[config.mk]
export PLATFORM = sky130hd
export DESIGN_NAME = video_timing_gen
export DESIGN_NICKNAME = d
export VERILOG_FILES = /design/src/rtl/video_timing_gen.sv
export SDC_FILE = /design/constraint.sdc
export NUM_CORES = 1
export LEC_CHECK = 0
export BUFFER_PORTS_ARGS = -buffer_cell sky130_fd_sc_hd__buf_2
export CAP_MARGIN = 10
export CORE_MARGIN = 2
export CORE_UTILIZATION = 58
export CTS_BUF_LIST = sky130_fd_sc_hd__clkbuf_2
export DETAILED_ROUTE_END_ITERATION = 6
export PLACE_DENSITY = 0.84
export SLEW_MARGIN = 10
export SYNTH_ARGS = -nofsm -noshare
export SYNTH_HDL_FRONTEND = slang
export SYNTH_SLANG_ARGS = --single-unit
[constraint.sdc]
create_clock -name clk_sys -period 2.4 [get_ports clk_sys]
set_input_delay 0.12 -clock clk_sys [delete_from_list [all_inputs] [get_ports clk_sys]]
set_output_delay 0.12 -clock clk_sys [all_outputs]
set_load 0.03 [all_outputs]
[src/rtl/video_timing_gen.sv]
// Video timing generator: divides clk_sys into a pixel enable, scans hcount/vcount
// over a full frame and decodes sync/blank plus a rate-decimated pixel enable.
module video_timing_gen #(
    parameter int CLK_DIV  = 4,
    parameter int H_ACTIVE = 640,
    parameter int H_FP     = 16,
    parameter int H_SYNC   = 96,
    parameter int H_BP     = 48,
    parameter int V_ACTIVE = 240,
    parameter int V_FP     = 4,
    parameter int V_SYNC   = 3,
    parameter int V_BP     = 15
) (
    input  logic        clk_sys,
    input  logic        reset_n,
    input  logic [1:0]  res_sel,
    output logic        ce_pix,
    output logic        ce_pix_actual,
    output logic        HSync,
    output logic        VSync,
    output logic        HBlank,
    output logic        VBlank,
    output logic        line_start,
    output logic [11:0] hcount,
    output logic [10:0] vcount,
    output logic        frame_start
);

    localparam int H_TOTAL = H_ACTIVE + H_FP + H_SYNC + H_BP;
    localparam int V_TOTAL = V_ACTIVE + V_FP + V_SYNC + V_BP;
    localparam int DIV_W   = $clog2(CLK_DIV);

    localparam logic [DIV_W-1:0] DIV_LAST = DIV_W'(CLK_DIV - 1);

    localparam logic [11:0] H_LAST       = 12'(H_TOTAL - 1);
    localparam logic [11:0] H_BLANK_BEG  = 12'(H_ACTIVE);
    localparam logic [11:0] H_SYNC_BEG   = 12'(H_ACTIVE + H_FP);
    localparam logic [11:0] H_SYNC_END   = 12'(H_ACTIVE + H_FP + H_SYNC);

    localparam logic [10:0] V_LAST       = 11'(V_TOTAL - 1);
    localparam logic [10:0] V_BLANK_BEG  = 11'(V_ACTIVE);
    localparam logic [10:0] V_SYNC_BEG   = 11'(V_ACTIVE + V_FP);
    localparam logic [10:0] V_SYNC_END   = 11'(V_ACTIVE + V_FP + V_SYNC);

    logic [DIV_W-1:0] div_cnt_q, div_cnt_d;
    logic [11:0]      hcount_q, hcount_d;
    logic [10:0]      vcount_q, vcount_d;
    logic [1:0]       phase_q, phase_d;
    logic [1:0]       rate_q, rate_d;
    logic             ce_pix_q, ce_pix_d;
    logic             ce_act_q, ce_act_d;
    logic             hsync_q, hsync_d;
    logic             vsync_q, vsync_d;
    logic             hblank_q, hblank_d;
    logic             vblank_q, vblank_d;
    logic             frame_start_q, frame_start_d;

    logic             tick;
    logic             frame_wrap;
    logic [1:0]       phase_mask;

    // Counters step on the same edge that raises ce_pix, so every registered
    // output is decoded from the next-state counts and lines up with them.
    always_comb begin
        tick       = (div_cnt_q == DIV_LAST);
        div_cnt_d  = tick ? '0 : div_cnt_q + 1'b1;
        hcount_d   = hcount_q;
        vcount_d   = vcount_q;
        phase_d    = phase_q;
        rate_d     = rate_q;
        frame_wrap = tick && (hcount_q >= H_LAST) && (vcount_q >= V_LAST);

        if (tick) begin
            if (hcount_q >= H_LAST) begin
                hcount_d = '0;
                vcount_d = (vcount_q >= V_LAST) ? '0 : vcount_q + 1'b1;
            end else begin
                hcount_d = hcount_q + 1'b1;
            end
            phase_d = (hcount_d == '0) ? 2'd0 : phase_q + 2'd1;
        end

        if (frame_wrap) begin
            rate_d = res_sel;
        end

        case (rate_d)
            2'd0:    phase_mask = 2'b00;
            2'd1:    phase_mask = 2'b01;
            default: phase_mask = 2'b11;
        endcase

        ce_pix_d      = tick;
        ce_act_d      = tick && ((phase_d & phase_mask) == 2'b00);
        hblank_d      = (hcount_d >= H_BLANK_BEG);
        hsync_d       = (hcount_d >= H_SYNC_BEG) && (hcount_d < H_SYNC_END);
        vblank_d      = (vcount_d >= V_BLANK_BEG);
        vsync_d       = (vcount_d >= V_SYNC_BEG) && (vcount_d < V_SYNC_END);
        frame_start_d = frame_wrap;
    end

    always_ff @(posedge clk_sys or negedge reset_n) begin
        if (!reset_n) begin
            div_cnt_q     <= '0;
            hcount_q      <= '0;
            vcount_q      <= '0;
            phase_q       <= '0;
            rate_q        <= '0;
            ce_pix_q      <= 1'b0;
            ce_act_q      <= 1'b0;
            hsync_q       <= 1'b0;
            vsync_q       <= 1'b0;
            hblank_q      <= 1'b0;
            vblank_q      <= 1'b0;
            frame_start_q <= 1'b0;
        end else begin
            div_cnt_q     <= div_cnt_d;
            hcount_q      <= hcount_d;
            vcount_q      <= vcount_d;
            phase_q       <= phase_d;
            rate_q        <= rate_d;
            ce_pix_q      <= ce_pix_d;
            ce_act_q      <= ce_act_d;
            hsync_q       <= hsync_d;
            vsync_q       <= vsync_d;
            hblank_q      <= hblank_d;
            vblank_q      <= vblank_d;
            frame_start_q <= frame_start_d;
        end
    end

    assign ce_pix        = ce_pix_q;
    assign ce_pix_actual = ce_act_q;
    assign HSync         = hsync_q;
    assign VSync         = vsync_q;
    assign HBlank        = hblank_q;
    assign VBlank        = vblank_q;
    assign line_start    = hblank_q;
    assign hcount        = hcount_q;
    assign vcount        = vcount_q;
    assign frame_start   = frame_start_q;

endmodule
==> run summary <==
In the layout the commonest cells are dfrtp_1, buf_2, nor2_1, nand2_1, buf_4. The clock latency reported for the late side of the worst-skew pair is 0.39 ns. In this run, synthesis produced a sequential element count of 36.

In this run, distinct cell masters in the synthesized netlist total 55. The synthesized net count was 220; the clock skew was 0.0207 ns. In this run the count of I/O pins placed on the die edge is 35. The total length of routed wires is 4350 um, and the clock-pin slew reported for the worst setup and hold paths after clock tree synthesis is 0.18 ns. The number of standard cells after synthesis was 212. At the pin with the least slew margin, the transition time is 0.754 ns. In the final timing run, aggregate negative setup slack is 0 ns. The worst hold path class is in -> async. Along the worst path, the maximum fanout reaches 3.

The power per cell area works out to 380 mW/mm^2. From bottom edge to top edge, the die measures 62.9 um. The synthesis-to-layout area growth is 17.4%, and the width of the die is 62.9 um. The final critical delay including setup and external delays was 2.26 ns. The tools report the fraction of the yosys area taken by sequential cells as 0.448. The peak supply drop came out at 304 uV. At the end of routability-driven placement, the weighted congestion stood at 0.950. Using the TritonRoute via totals, the vias-per-cell ratio works out to 5.91. The initial core utilization was 0.602. Averaged over all synthesized cells, the footprint is 9.48 sq um.

Detailed placement finished with a half-perimeter wire length of 3000 um. The die covers 0.00395 sq mm. The Yosys step of the flow raised 0 warnings.

The max-slew violation total from the final report came out at 0. Dividing the detail-routed wire length by the instance count gives 14.1 um. The tools report the initial antenna violation count as 0. Data on the critical path is required at its endpoint by 2.72 ns. The run gives 0 as the final setup violation count.

The H-tree generated during clock tree synthesis spans 2 levels. The net count of the finished layout is 269. The cell sitting at the root of the clock tree is a clkbuf_2. The total of buffers placed on input and output ports is 34, and the overall power of the completed layout is 0.896 mW. The number of clock buffers added by TritonCTS is 5. The library cell used most frequently in the layout, excluding fill and tap cells, is dfrtp_1.

The run gives 2.58 ns as the data arrival time of the critical path. The violation count after the first detailed-route iteration was 136; the cell leakage power was 1.15 nW. The flow ran to the end, and the final reports show no timing, DRC or antenna violations. The final hold violation count was 0; the total via count in the routed design was 1,821. The most instantiated flip-flop cell in the synthesis netlist is dfrtp_1. The global-route total usage across every layer was 0.243. The layout cell share with drive strength beyond 1 came out at 0.294.

The share of flip-flops with an asynchronous set or reset works out to 1.00. Max-cap check violation count: 0. The summed instance area of the synthesized netlist was 0.00201 sq mm.

Excluding fillers, the count of instances in the completed layout stands at 308. The row count is 21, and the fmax is 443 MHz. Number of global-route vias before repair: 1,601. The first global-routing pass estimated 7490 um of wire. STA classifies the critical path endpoint as a flop. The tools report the residual overflow from global routing as 0. The setup path with the least slack is of type reg -> reg. The count of antenna diodes in the layout is 0. For the instance count after placement with tap cells included, the log shows 292. The maximum clock insertion buffer count was 2.

The critical path launch point type is a flop. The post-route clock period utilization is 0.941, and the largest net degree at the start of global routing is 37. The count of nets left with antenna violations once routing finished came out at 0.

The headroom to the max-slew limit was 0.497; the core box area was 0.00334 sq mm. TritonCTS built the clock tree. Setup repair after global routing left no endpoint under its margin. The first detailed-routing pass ran for 5 iterations.

The tools report the utilization after layout as 0.707. For this design, the sink count on the clock tree is 36. The run gives 0 as the residual DRC count.

Yosys mapped a number of flops with a built-in enable equal to 0.
-- critical path: stages, from the launching register on --
cell,delay (ns)
dfrtp_1,0.42
or4_1,0.51
o31a_1,0.34
o221ai_2,0.25
mux2_2,0.39
a22oi_1,0.18
o21a_1,0.13
-- worst paths after layout --
path / to / from / depth (start not counted) / slack, ns
min in group clk_sys: div_cnt_q[0] / div_cnt_q[0] / 1 / 0.44
min: hcount[9] / reset_n / 2 / 0.32
min reg2reg: div_cnt_q[0] / div_cnt_q[0] / 1 / 0.44
max: ce_pix_actual / vcount[7] / 6 / 0.14
max reg2reg: ce_pix_actual / vcount[7] / 6 / 0.14
max in group asynchronous: hcount[1] / reset_n / 2 / 1.59
-- cell usage after synthesis, types with 2 or more instances --
library cell  count  area, sq um
nand4_1           4         25.0
o31ai_1           8         60.1
or4_1             2         15.0
or2_2             5         31.3
o211ai_1          2         15.0
a31oi_1           2         12.5
mux2_2            3         33.8
nand2b_1          3         18.8
and2_1            2         12.5
xnor2_1           3         26.3
o21a_1            2         15.0
dfrtp_1          36          901
ha_1              4         50.1
nor4b_1           2         17.5
o22ai_1           5         31.3
buf_2             2         10.0
nor4_1            3         18.8
o31a_1            2         17.5
inv_1            10         37.5
o21ai_0          13         65.1
clkbuf_8          2         27.5
nand2_1          19         71.3
nor2_1           21         78.8
a22o_1            2         17.5
and3_1            4         25.0
nor3_1            4         20.0
clkbuf_1          3         11.3
nor2b_1           3         18.8
nand3_1           6         30.0
a21oi_1          10         50.1
-- final cells by class --
| type | instances | area (sq um) |
|---|---|---|
| Clock buffer | 7 | 35.0 |
| Multi-Input combinational cell | 157 | 1020 |
| Inverter | 10 | 37.5 |
| Timing Repair Buffer | 51 | 305 |
| Fill cell | 273 | 977 |
| Sequential cell | 36 | 901 |
| Clock inverter | 1 | 3.75 |
| Tap cell | 46 | 57.6 |
-- sequential cells by signal, indices dropped and copies added (netlist names) --
register,flops
hcount,12
vcount,11
div_cnt_q,2
phase_q,2
rate_q,2
HBlank,1
HSync,1
VBlank,1
VSync,1
ce_pix,1
ce_pix_actual,1
frame_start,1
-- timing repair --
item,4_1_cts,5_1_grt
buffers inserted,0,5
gates resized for setup,0,3
hold buffers,3,0
setup endpoints to repair,0,3
hold endpoints to repair,38,0
-- stage by stage --
| step | worst slack (ns) | area [sq um] | hold WS (ns) |
|---|---|---|---|
| after floorplan | 0.0480 | 2010 | -0.176 |
| after detailed placement | 0.126 | 2240 | 0.231 |
| after global routing | 0.00248 | 2360 | 0.347 |
| final | 0.141 | 2360 | 0.321 |
| after CTS | 0.0898 | 2310 | 0.320 |
| after global placement | 0.179 | 2240 | 0.230 |
-- layer usage --
metal / routed length [um] / global-route usage / vias up
li1: - / - / 881
met1: 1960 / 0.350 / 857
met2: 2000 / 0.348 / 70
met3: 281 / 0.0631 / 13
met4: 101 / 0.100 / 0
met5: 0 / 0 / -
-- power by group --
part	internal [mW]	leakage, nW	switching (mW)
Combinational	0.00651	0.636	0.0127
Clock	0.0779	0.0306	0.190
Sequential	0.609	0.484	0.000375
-- kinds of logic (layout without fill, tap and decap cells) --
| group | Yosys count | count (layout) | synth area share |
|---|---|---|---|
| AND/OR/NAND/NOR | 88 | 88 | 0.242 |
| XOR/XNOR | 4 | 4 | 0.0174 |
| buffers and inverters | 19 | 69 | 0.0523 |
| adder cells (fa/ha/maj) | 4 | 4 | 0.0249 |
| AO/OA/AOI/OAI | 58 | 58 | 0.198 |
| flip-flops | 36 | 36 | 0.448 |
| multiplexers | 3 | 3 | 0.0168 |
(Power assumes the default switching activity.)
